**src/rtl/game_event_sequencer.sv**
```systemverilog
// Game-flow sequencer: merges ghost/pacman events, owns score, combo and lives, and drives actor
// freeze plus respawn/reload/restart pulses. Optional bonus life under `EXTRA_LIFE_EN`.
module game_event_sequencer #(
    parameter int unsigned START_LIVES      = 3,
    parameter int unsigned EAT_PAUSE_FRAMES = 60,
    parameter int unsigned DEATH_FRAMES     = 90,
    parameter int unsigned CLEAR_FRAMES     = 120,
    parameter int unsigned PELLET_TOTAL     = 244
`ifdef EXTRA_LIFE_EN
    ,
    parameter int unsigned EXTRA_LIFE_SCORE = 10000
`endif
) (
    input  logic        frame_clk,
    input  logic        Reset,
    input  logic [3:0]  ghost_eaten,
    input  logic [3:0]  ghost_kill,
    input  logic        pellet_pulse,
    input  logic        power_pulse,
    input  logic [19:0] points_eaten,
    input  logic        start_key,
    output logic [19:0] score,
    output logic [2:0]  lives,
    output logic        freeze,
    output logic        soft_reset,
    output logic        new_map,
    output logic        hard_reset,
    output logic        game_over,
    output logic [6:0]  anim_frame
);

    localparam logic [2:0]  LIVES_INIT = 3'(START_LIVES);
    localparam logic [19:0] PELLETS    = 20'(PELLET_TOTAL);
    localparam logic [6:0]  EAT_LAST   = 7'(EAT_PAUSE_FRAMES - 1);
    localparam logic [6:0]  DEATH_LAST = 7'(DEATH_FRAMES - 1);
    localparam logic [6:0]  CLEAR_LAST = 7'(CLEAR_FRAMES - 1);

    typedef enum logic [2:0] {
        StPlay,
        StEatPause,
        StDying,
        StClear,
        StGameOver
    } state_e;

    state_e      state_q, state_d;
    logic [19:0] score_q, score_d;
    logic [2:0]  lives_q, lives_d;
    logic [1:0]  combo_q, combo_d;
    logic [3:0]  pend_q, pend_d;
    logic [3:0]  eaten_q;
    logic [6:0]  anim_q, anim_d;
    logic        soft_q, soft_d;
    logic        newmap_q, newmap_d;
    logic        hard_q, hard_d;

    logic [3:0]  eat_rise, pend_all, serve_sel;
    logic        serve;
    logic [20:0] add, sum;

    assign eat_rise  = ghost_eaten & ~eaten_q;
    assign pend_all  = pend_q | eat_rise;
    // Isolate the lowest set bit so ghost0 is served before higher-numbered ghosts.
    assign serve_sel = pend_all & (~pend_all + 4'd1);

`ifdef EXTRA_LIFE_EN
    localparam logic [19:0] EXTRA_THR = 20'(EXTRA_LIFE_SCORE);
    logic bonus_q, bonus_d;
`endif

    always_comb begin
        state_d  = state_q;
        lives_d  = lives_q;
        combo_d  = combo_q;
        pend_d   = pend_all;
        anim_d   = anim_q + 7'd1;
        soft_d   = 1'b0;
        newmap_d = 1'b0;
        hard_d   = 1'b0;
        serve    = 1'b0;
        add      = 21'd0;

        unique case (state_q)
            StPlay: begin
                if (|ghost_kill) begin
                    state_d = StDying;
                    pend_d  = 4'd0;
                end else begin
                    if (pellet_pulse) add = add + 21'd10;
                    if (power_pulse)  add = add + 21'd50;
                    if (pend_all != 4'd0) begin
                        serve   = 1'b1;
                        state_d = StEatPause;
                    end else if (points_eaten == PELLETS) begin
                        state_d = StClear;
                    end
                end
            end
            StEatPause: begin
                if (anim_q == EAT_LAST) begin
                    if (pend_all != 4'd0) serve = 1'b1;
                    else                  state_d = StPlay;
                end
            end
            StDying: begin
                if (anim_q == DEATH_LAST) begin
                    lives_d = (lives_q == 3'd0) ? 3'd0 : lives_q - 3'd1;
                    if (lives_q <= 3'd1) begin
                        state_d = StGameOver;
                    end else begin
                        state_d = StPlay;
                        soft_d  = 1'b1;
                        combo_d = 2'd0;
                    end
                end
            end
            StClear: begin
                if (anim_q == CLEAR_LAST) begin
                    state_d  = StPlay;
                    newmap_d = 1'b1;
                    combo_d  = 2'd0;
                end
            end
            StGameOver: begin
                if (start_key) begin
                    state_d = StPlay;
                    hard_d  = 1'b1;
                    lives_d = LIVES_INIT;
                    combo_d = 2'd0;
                    pend_d  = 4'd0;
                end
            end
            default: state_d = StPlay;
        endcase

        if (serve) begin
            add     = add + {1'b0, 20'd200 << combo_q};
            pend_d  = pend_all & ~serve_sel;
            combo_d = (combo_q == 2'd3) ? 2'd3 : combo_q + 2'd1;
        end
        // A served eat has already used the old combo; power resets the chain behind it.
        if (power_pulse) combo_d = serve ? 2'd1 : 2'd0;

        sum     = {1'b0, score_q} + add;
        score_d = sum[20] ? 20'hFFFFF : sum[19:0];
        if (hard_d) score_d = 20'd0;

        if (serve || state_d != state_q || state_d == StPlay || state_d == StGameOver) begin
            anim_d = 7'd0;
        end

`ifdef EXTRA_LIFE_EN
        bonus_d = bonus_q;
        if (hard_d) begin
            bonus_d = 1'b0;
        end else if (!bonus_q && score_q < EXTRA_THR && score_d >= EXTRA_THR) begin
            bonus_d = 1'b1;
            lives_d = (lives_d == 3'd7) ? 3'd7 : lives_d + 3'd1;
        end
`endif
    end

    always_ff @(posedge frame_clk) begin
        if (Reset) begin
            state_q  <= StPlay;
            score_q  <= 20'd0;
            lives_q  <= LIVES_INIT;
            combo_q  <= 2'd0;
            pend_q   <= 4'd0;
            eaten_q  <= 4'd0;
            anim_q   <= 7'd0;
            soft_q   <= 1'b0;
            newmap_q <= 1'b0;
            hard_q   <= 1'b0;
        end else begin
            state_q  <= state_d;
            score_q  <= score_d;
            lives_q  <= lives_d;
            combo_q  <= combo_d;
            pend_q   <= pend_d;
            eaten_q  <= ghost_eaten;
            anim_q   <= anim_d;
            soft_q   <= soft_d;
            newmap_q <= newmap_d;
            hard_q   <= hard_d;
        end
    end

`ifdef EXTRA_LIFE_EN
    always_ff @(posedge frame_clk) begin
        if (Reset) bonus_q <= 1'b0;
        else       bonus_q <= bonus_d;
    end
`endif

    assign score      = score_q;
    assign lives      = lives_q;
    assign freeze     = (state_q != StPlay);
    assign game_over  = (state_q == StGameOver);
    assign soft_reset = soft_q;
    assign new_map    = newmap_q;
    assign hard_reset = hard_q;
    assign anim_frame = anim_q;

endmodule

```
**config.mk**
```make
export PLATFORM = sky130hd
export DESIGN_NAME = game_event_sequencer
export DESIGN_NICKNAME = d
export VERILOG_FILES = /design/src/rtl/game_event_sequencer.sv
export SDC_FILE = /design/constraint.sdc
export NUM_CORES = 1
export LEC_CHECK = 0
export ABC_AREA = 1
export CORE_MARGIN = 1
export CORE_UTILIZATION = 55
export DETAILED_ROUTE_END_ITERATION = 6
export PLACE_DENSITY = 0.95
export SLEW_MARGIN = 20
export SYNTH_ARGS = -nofsm -noshare
export SYNTH_HDL_FRONTEND = slang
export SYNTH_SLANG_ARGS = --single-unit
export TNS_END_PERCENT = 10
```
**constraint.sdc**
```tcl
create_clock -name frame_clk -period 6.2 [get_ports frame_clk]
set_clock_uncertainty 0.05 [all_clocks]
set_input_delay 0.93 -clock frame_clk [delete_from_list [all_inputs] [get_ports frame_clk]]
set_output_delay 0.93 -clock frame_clk [all_outputs]
set_load 0.1 [all_outputs]
```
# Yosys cells after proc, flatten, opt, wreduce, memory -nomap -nowiden
# Cells that the tools add are included.
dict set report totals {
  reg_bits 46
  latch_bits 0
  ramBits 0
  mem_bits_ro 0
  in_bits 33
  out_inout_bits 35
  word_cells 106
  memories 0
}
dict set report classes {
  addsub 7
  multipliers 0
  div 0
  n_lt_le_gt_ge 1
  n_eq_ne 17
  shift 1
  n_mux 43
  bitwise 10
  reduce_logical 17
}
# operator n
set ops {}
lappend ops {{$mux W21} 6}
lappend ops {{$mux W3} 12}
lappend ops {{$add A20 B21 Y21} 1}
lappend ops {{$add A21 B20 Y21} 1}
lappend ops {{$add A21 B6 Y21 const B} 1}
lappend ops {{$eq A20 B8 Y1 const B} 1}
lappend ops {{$mux W20} 1}
lappend ops {{$shl A8 B2 Y20 const A} 1}
lappend ops {{$mux W4} 4}
lappend ops {{$pmux W3 S5} 1}
lappend ops {{$eq A7 B7 Y1 const B} 2}
lappend ops {{$mux W2} 7}
lappend ops {{$and A4 B4 Y4} 3}
lappend ops {{$ne A4 B4 Y1 const B} 3}
lappend ops {{$not A4 Y4} 3}
lappend ops {{$logic_not A3 Y1} 3}
lappend ops {{$mux W1} 8}
lappend ops {{$pmux W4 S2} 1}
lappend ops {{$add A7 B1 Y7 const B} 1}
lappend ops {{$eq A7 B6 Y1 const B} 1}
lappend ops {{$eq A3 B2 Y1 const B} 2}
lappend ops {{$eq A3 B3 Y1 const B} 2}
lappend ops {{$pmux W2 S3} 1}
lappend ops {{$pmux W3 S2} 1}
lappend ops {{other kinds (22)} 29}

# Depth between registers and ports, before layout
# Gate-level depths: netlist of run 1.
dict set report depth {
  depth_word 12
  mapped_depth 23
  depth_no_buf 23
}

# Least setup slack after synthesis of run 1
# No wires, ideal clock.
dict set report synth_timing {
  path_kind {input to register}
  start {input port ghost_kill[1]}
  end {register score_q[17] (netlist: score[17])}
  setup_ps 109
  t_arrival_ps 3434
  path_slack_ps 2607
  path_stages 17
  path_buffers 0
  path_cell_list {nor2_1 -> nand3_1 -> nor2_2 -> nand2_1 -> and2_1 -> ha_1 -> a21oi_1 -> o21bai_2 -> and3_1 -> ha_1 -> nand2_1 -> o21a_1 -> or2_2 -> nand3_1 -> nand3_2 -> nand2_1 -> inv_1}
}
dict set report synth_via {
  elab_chain_cells 7
}
# item line
set synth_lines {}
lappend synth_lines {{start, declared} 17} ;# input logic [3:0] ghost_kill,
lappend synth_lines {{$reduce_or A4 Y1 (*)} 85} ;# if (|ghost_kill) begin
lappend synth_lines {{$mux W21} 85}
lappend synth_lines {{$mux W21} 83} ;# unique case (state_q)
lappend synth_lines {{$add A21 B20 Y21} 137} ;# add = add + {1'b0, 20'd200 << combo_q};
lappend synth_lines {{$mux W21 (*)} 136} ;# if (serve) begin
lappend synth_lines {{$add A20 B21 Y21 (*)} 144} ;# sum = {1'b0, score_q} + add;
lappend synth_lines {{$mux W20 (*)} 145} ;# score_d = sum[20] ? 20'hFFFFF : sum[19:0];
lappend synth_lines {{end signal, assigned} 177} ;# score_q <= score_d;
lappend synth_lines {{end, declared} 47} ;# logic [19:0] score_q, score_d;
# Every way passes the cells marked *; elsewhere a longest branch is shown, timed or not.
# A chain may end at the register's enable or synchronous reset.

# Worst setup path after layout of run 1
dict set report layout_timing {
  start {input port ghost_kill[0]}
  end {register score_q[19] (netlist: score[19])}
}
# The elaborated chain is that of the path after synthesis.

==> results of run 1 <==
-- worst paths after layout --
check                      from        end  slack, ns  cells past startpoint
setup / recovery  ghost_kill[0]  score[19]       1.91                     20
hold / removal        pend_q[1]  pend_q[1]       0.43                      2
setup reg to reg     combo_q[1]  score[19]       2.51                     18
hold reg to reg       pend_q[1]  pend_q[1]       0.43                      2
-- per-layer routing --
metal  vias up  part of all wire [%]  wire [um]
li1       1574                     -          -
met1      1402                    43       3381
met2       122                    48       3801
met3        20                   6.0        471
met4         0                   2.4        191
met5         -                     0          0
-- layout by cell type (no fill, tap or decap), types with 3 or more instances in the layout --
master	count
nand2_1	88
nor2_1	68
clkdlybuf4s50_1	67
inv_1	59
dfxtp_1	46
nand3_1	34
a21oi_1	29
ha_1	21
o21ai_0	13
xor2_1	10
nand4_1	9
nor3_1	7
xnor2_1	5
clkbuf_8	5
nor2_2	4
o21bai_1	4
nand2_2	4
nand2_4	3
and3_1	3
nand3b_1	3
o21ai_1	3
-- synth_stat cells, drive strengths merged, types with 6 or more instances --
master,instances
dfxtp,46
nand2,95
nand3,36
o21bai,6
nor3,7
a21oi,30
inv,61
nand4,9
o21ai,17
xor2,10
nor2,73
ha,21
-- stage by stage --
step / utilization, % / cell area (um2) / hold WS [ns]
final: 74.31 / 3844 / 0.4346
after global routing: 74.31 / 3844 / 0.4897
after CTS: 74.31 / 3844 / 0.4366
after detailed placement: 72.04 / 3726 / 0.4155
after global placement: 72.04 / 3726 / 0.4041
after floorplan: - / 2999 / 0.3919
-- critical path, cell delays in order --
cell	delay [ns]
clkdlybuf4s50_1	0.43
nor2_1	0.16
nand3_1	0.15
nor2_2	0.16
nand2_1	0.10
and2_1	0.17
ha_1	0.19
a21oi_1	0.24
o21bai_2	0.16
a21oi_1	0.15
nor2_1	0.07
ha_1	0.34
a21oi_1	0.26
o21a_1	0.22
or2_0	0.17
nand2_2	0.09
nand2_2	0.21
nand2_1	0.09
nor2_1	0.10
nor2_1	0.04
-- kinds of logic after synthesis --
family          count (synthesis)  share of synthesized area [%]
simple gates                  235                          35.38
buf+inv                        67                          8.844
compound gates                 59                          11.26
flops                          46                          30.70
fa+ha+maj                      22                          9.428
xor+xnor                       15                          4.380
-- registers in the layout (all words and copies together) (netlist names) --
register and flops:
anim_frame 7, combo_q 2, eaten_q 4, hard_reset 1
lives 3, new_map 1, pend_q 4, score 20
soft_reset 1, state_q 3
-- final cells by class --
type / instances / area [um2]
clock buffers: 5 / 68.82
fillers: 369 / 1329
inverters: 62 / 234.0
repair buffers: 67 / 670.6
clock inverters: 3 / 48.80
well taps: 70 / 87.58
flip-flops and latches: 46 / 920.9
multi-input cells: 331 / 1813
-- power groups by stage --
| stage | Sequential [mW] | Clock [mW] | Combinational (mW) |
|---|---|---|---|
| after floorplan | 0.333 | 0 | 0.0522 |
| after global placement | 0.315 | 0 | 0.108 |
| after detailed placement | 0.315 | 0 | 0.111 |
| after CTS | 0.308 | 0.238 | 0.113 |
| after global routing | 0.309 | 0.247 | 0.123 |
| final | 0.308 | 0.236 | 0.113 |
==> impl_results.md, run 1 <==
- Status: complete, no violations
- Peak VDD IR: 0.1359 mV
- Antenna violations before repair: 0
- H-tree depth: 2
- Met3 usage: 4.630%
- Max Slew Vio Count: 0
- Clock Tree Root: clkbuf_8
- RSZ-0062 raised after global routing: no
- Setup TNS: 0 ns
- CORE AREA: 5172 um2
- DR vias: 3118
- Setup crit start kind: input pin
- Reg clk slew, reported paths: 0.09 ns
- Initial Util: 57.98%
- Die Y: 75.85 um
- Top cells by area, synth: dfxtp_1 31%, nand2_1 11%, ha_1 8.8%
- Ports: 68
- P per Cell Area: 170.9 nW/um2
- Setup Buffers After CTS: 0
- FF+latch count, synth: 46
- EDFF count, synth: 0
- Final Total Pwr: 0.6568 mW
- Placed Instances: ~580
- FFs w/ async S/R, synth: 0%
- Synthesized area per cell: 6.755 um2
- CP endpoint kind: register
- N_diodes: 0
- Peak fanout along the critical path: 12
- Synth Instances: 444
- DPL Wire Length: 6185 um
- Row cnt: 26
- Syn nets: 499
- WS Path Type: in -> reg
- Tcrit/Tclk final: between 60% and 70%
- Leading area contributor after synthesis: dfxtp_1
- Remaining DRCs: 0
- Logic pwr share: between 10% and 20%
- Arr. time, crit path: 4.43 ns
- Global placer's final weighted congestion: 0.8807
- MaxCap Viol Count: 0
- CTS tree: done
- CP Data Required Time: 6.34 ns
- Final Hold Fails: 0
- Post-synthesis sequential area ratio: between 30 and 40%
- Setup violators final: 0
- First-pass GRT wire length: 12360 um
- Clock buffer count from CTS: 5
- # hold bufs at CTS: 0
- # port buffers: 67
- Worst slew margin: 33.65%
- Die Span X: 75.85 um
- Nets: 568
- Internal Power: approximately 0.47 mW
- Vias in the first global route: 2867
- Busiest grt layer: met2
- DR WL/cell: 13.43 um
- Switching Power: 0.1896 mW
- Seq pwr share: 46.9%
- Static Leak: 1.783 nW
- Synth unique cells: 41
- P&R area growth vs syn: 28.16%
- DR iter-0 viols: 249
- Hold WC Path Type: reg -> reg
- Fin worst setup slack: between 1.5 and 2 ns
- Fin cells: around 580
- Tmin final: 4.291 ns
- Measured slew at the worst slew-check pin: 0.9922 ns
- Die area: around 5800 um2
- Share of cells above drive strength 1: approximately 6%
- Switching portion of total power: 28.87%
- Clock share of power: between 30% and 40%
- Number of routed nets with antenna violations: 0
- Synth warnings: 0
- Largest net degree at the start of global routing: 17
- Congestion Overflow GR: 0
- Initial DRT Pass Iterations: 5
- Cell Area, Synth: 2999 um2
- F_max: 0.2330 GHz
- DP Worst Slack: 1.687 ns
- CTS max path bufs: 2
- Routed WL: 7845 um
- Synth top area share: between 30% and 40%
- CTS resizes: 0
- Met2 Use GR: roughly half
- Primary FF master, synth: dfxtp_1
- Worst-skew pair later-pin latency: 0.31 ns
- Total global-route track usage: 28.63%
- Clk sinks: 46
- Met1 usage: 34.98%
- Vias/cell: around 5.3
No activity file was read; power rests on OpenSTA's default activity.
==> inputs of run 2 (changes only) <==
--- a/config.mk
+++ b/config.mk
@@ -7,9 +7,9 @@
 export LEC_CHECK = 0
 export ABC_AREA = 1
 export CORE_MARGIN = 1
-export CORE_UTILIZATION = 55
+export CORE_UTILIZATION = 51
 export DETAILED_ROUTE_END_ITERATION = 6
-export PLACE_DENSITY = 0.95
+export PLACE_DENSITY = 0.92
 export SLEW_MARGIN = 20
 export SYNTH_ARGS = -nofsm -noshare
 export SYNTH_HDL_FRONTEND = slang
==> constraint.sdc (replaced) <==
create_clock -name frame_clk -period 4.5 [get_ports frame_clk]
set_clock_uncertainty 0.05 [all_clocks]
set_input_delay 0.675 -clock frame_clk [delete_from_list [all_inputs] [get_ports frame_clk]]
set_output_delay 0.675 -clock frame_clk [all_outputs]
set_load 0.1 [all_outputs]
==> run 2 against run 1 <==
First-iteration DRC count decreased by 22%. Total power is 30% higher. Sequential power increased by 38%. Final cell count rose by 0.34%. Clock-buffer cell count did not move.
==> impl_results.md, run 2 (synthesis gave the netlist of run 1 again) <==
- Status: complete, no violations
- Max Slew Vio Count: 0 (unchanged)
- N_diodes: 0 (unchanged)
- Multi-input logic area: 1813 um2 (unchanged)
- Crit-path cells: clkdlybuf4s50_1, nor2_1, nand3_1, nor2_2, nand2_1, and2_1, ha_1, a21oi_1, o21bai_2, a21oi_1, nor2_1, ha_1, a21oi_1, o21a_1, or2_0, nand2_2, nand2_2, nand2_1, nor2_1, nor2_1
- Met2 Use GR: 42.35% (-8.5 points)
- Filler cells: 474 (+28%)
- Row cnt: 27 (+3.8%)
- Clock Tree Root: clkbuf_8
- Static Leak: 1.776 nW (-0.38%)
- CP endpoint kind: register
- Peak fanout along the critical path: 12 (unchanged)
- Fin cells: 586 (+0.34%)
- Final Hold Fails: 0 (unchanged)
- Antenna violations before repair: 0 (unchanged)
- Worst-skew pair later-pin latency: 0.31 ns (about the same)
- DPL Wire Length: 5818 um (-5.9%)
- Setup violators final: 0 (unchanged)
- Slowest stage delay, CP: 0.40 ns (-0.03 ns)
- Die Y: 78.69 um (+3.7%)
- Congestion Overflow GR: 0 (unchanged)
- Switching Power: 0.2669 mW (+41%)
- Remaining DRCs: 0 (unchanged)
- WS Path Type: in -> reg
- Slowest CP cell: clkdlybuf4s50_1
- Tcrit/Tclk final: between 80% and 90%
- Vias/cell: 5.160 (-3.3%)
- Most numerous cell on the critical path: nor2_1
- Crit-path leading delay family: simple AND/OR/NAND/NOR gates
- Most frequent cells in the layout: 88 x nand2_1, 68 x nor2_1, 67 x clkdlybuf4s50_1
- Ports: 68 (unchanged)
- RSZ-0062 raised after global routing: no
- Busiest grt layer: met2
- Tmin final: 3.832 ns
- CTS max path bufs: 2 (unchanged)
- # hold bufs at CTS: 0 (unchanged)
- Seq pwr share: 49.5% (+2.6 points)
- P&R area growth vs syn: 27.49%
- Clock buffer count from CTS: 5 (unchanged)
- Placed Instances: 578 (+0.35%)
- Number of routed nets with antenna violations: 0 (unchanged)
- Met1 usage: 30.54% (-4.4 points)
- DR vias: 3024 (-3.0%)
- Logic pwr share: 17.8% (+0.6 points)
- First-pass GRT wire length: 12140 um (-1.8%)
- CP Data Required Time: 4.64 ns (-1.70 ns)
- Commonest non-fill, non-tap cell in the layout: nand2_1
- Sequential standard cell area: 920.9 um2 (unchanged)
- P per Cell Area: 224.1 nW/um2 (+31%)
- Die area: 6191 um2 (+7.6%)
- CTS tree: done
- Number of flip-flops in the largest register: 20 (unchanged)
- Nets: 568 (unchanged)
- Worst slew margin: 34.85% (+1.2 points)
- H-tree depth: 2 (unchanged)
- Largest net degree at the start of global routing: 18 (+1)
- DR iter-0 viols: 195 (-22%)
- Setup Buffers After CTS: 0 (unchanged)
- Die Span X: 78.69 um (+3.7%)
- Clk sinks: 46 (unchanged)
- MaxCap Viol Count: 0 (unchanged)
- Final Total Pwr: 0.8570 mW (+30%)
- CP bufs+invs: 1 (unchanged)
- CTS resizes: 0 (unchanged)
- CORE AREA: 5574 um2 (+7.8%)
- F_max: 0.2610 GHz
- # port buffers: 67 (unchanged)
- Measured slew at the worst slew-check pin: 0.9742 ns (-0.01795 ns)
- Peak VDD IR: 0.1793 mV (+32%)
- DR WL/cell: 12.39 um (-7.8%)
- Clock share of power: 32.7% (-3.2 points)
- Total global-route track usage: 24.62% (-4.0 points)
- Global placer's final weighted congestion: 0.9472 (+7.6%)
- Routed WL: 7259 um (-7.5%)
- Setup crit start kind: input pin
- Initial Util: 53.80% (-4.2 points)
- Hold WC Path Type: reg -> reg
- Reg clk slew, reported paths: 0.09 ns (about the same)
- Initial DRT Pass Iterations: 5 (unchanged)
- Arr. time, crit path: 3.97 ns (-0.46 ns)
- Setup TNS: 0 ns (unchanged)
- Met3 usage: 3.837% (-0.79 points)
- Switching portion of total power: 31.14% (+2.3 points)
- Internal Power: 0.5901 mW (+26%)
- Share of cells above drive strength 1: 5.837% (unchanged)
- Vias in the first global route: 2875 (+0.28%)
-- run 2: path summary, 6_finish.rpt --
check         endpoint  cells past startpoint  slack [ns]          start
min           score[0]                      2        0.44       score[0]
min reg2reg   score[0]                      2        0.44       score[0]
max reg2reg  score[18]                     18        0.95     combo_q[1]
max          score[18]                     20        0.67  ghost_kill[1]
-- run 2: cell type report --
cell class / instances / share of cell area (%)
multi-input combinational: 331 / 47.41
sequential: 46 / 24.08
timing repair buffer: 67 / 17.54
inverter: 62 / 6.119
tap: 72 / 2.356
clock buffer: 5 / 1.800
clock inverter: 3 / 0.6872
-- run 2: routing by layer --
metal	part of all wire, %	up-vias
li1	-	1567
met1	45	1365
met2	47	79
met3	5.8	13
met4	1.7	0
met5	0	-
-- run 2: per-stage QoR --
stage | cell area [um2] | hold WS, ns | util (%) | setup slack (ns)
2_1_floorplan | 2999 | 0.3919 | - | 1.030
3_3_place_gp | 3729 | 0.4040 | 66.89 | 0.4678
3_5_place_dp | 3729 | 0.4152 | 66.89 | 0.3489
4_1_cts | 3824 | 0.4449 | 68.60 | 0.6677
5_1_grt | 3824 | 0.4775 | 68.60 | 0.2932
6_report | 3824 | 0.4405 | 68.60 | 0.6683
-- run 2: power by group through the flow --
stage	Combinational [mW]	Clock, mW	Sequential [mW]
2_1_floorplan	0.0719	0	0.459
3_3_place_gp	0.148	0	0.433
3_5_place_dp	0.152	0	0.434
4_1_cts	0.152	0.284	0.424
5_1_grt	0.165	0.300	0.426
6_report	0.153	0.280	0.424
-- run 2: tightest hold or removal path, cell delays in order, from the launching register on --
cell and delay, ns:
dfxtp_1 0.33, o21ai_0 0.08, inv_1 0.05
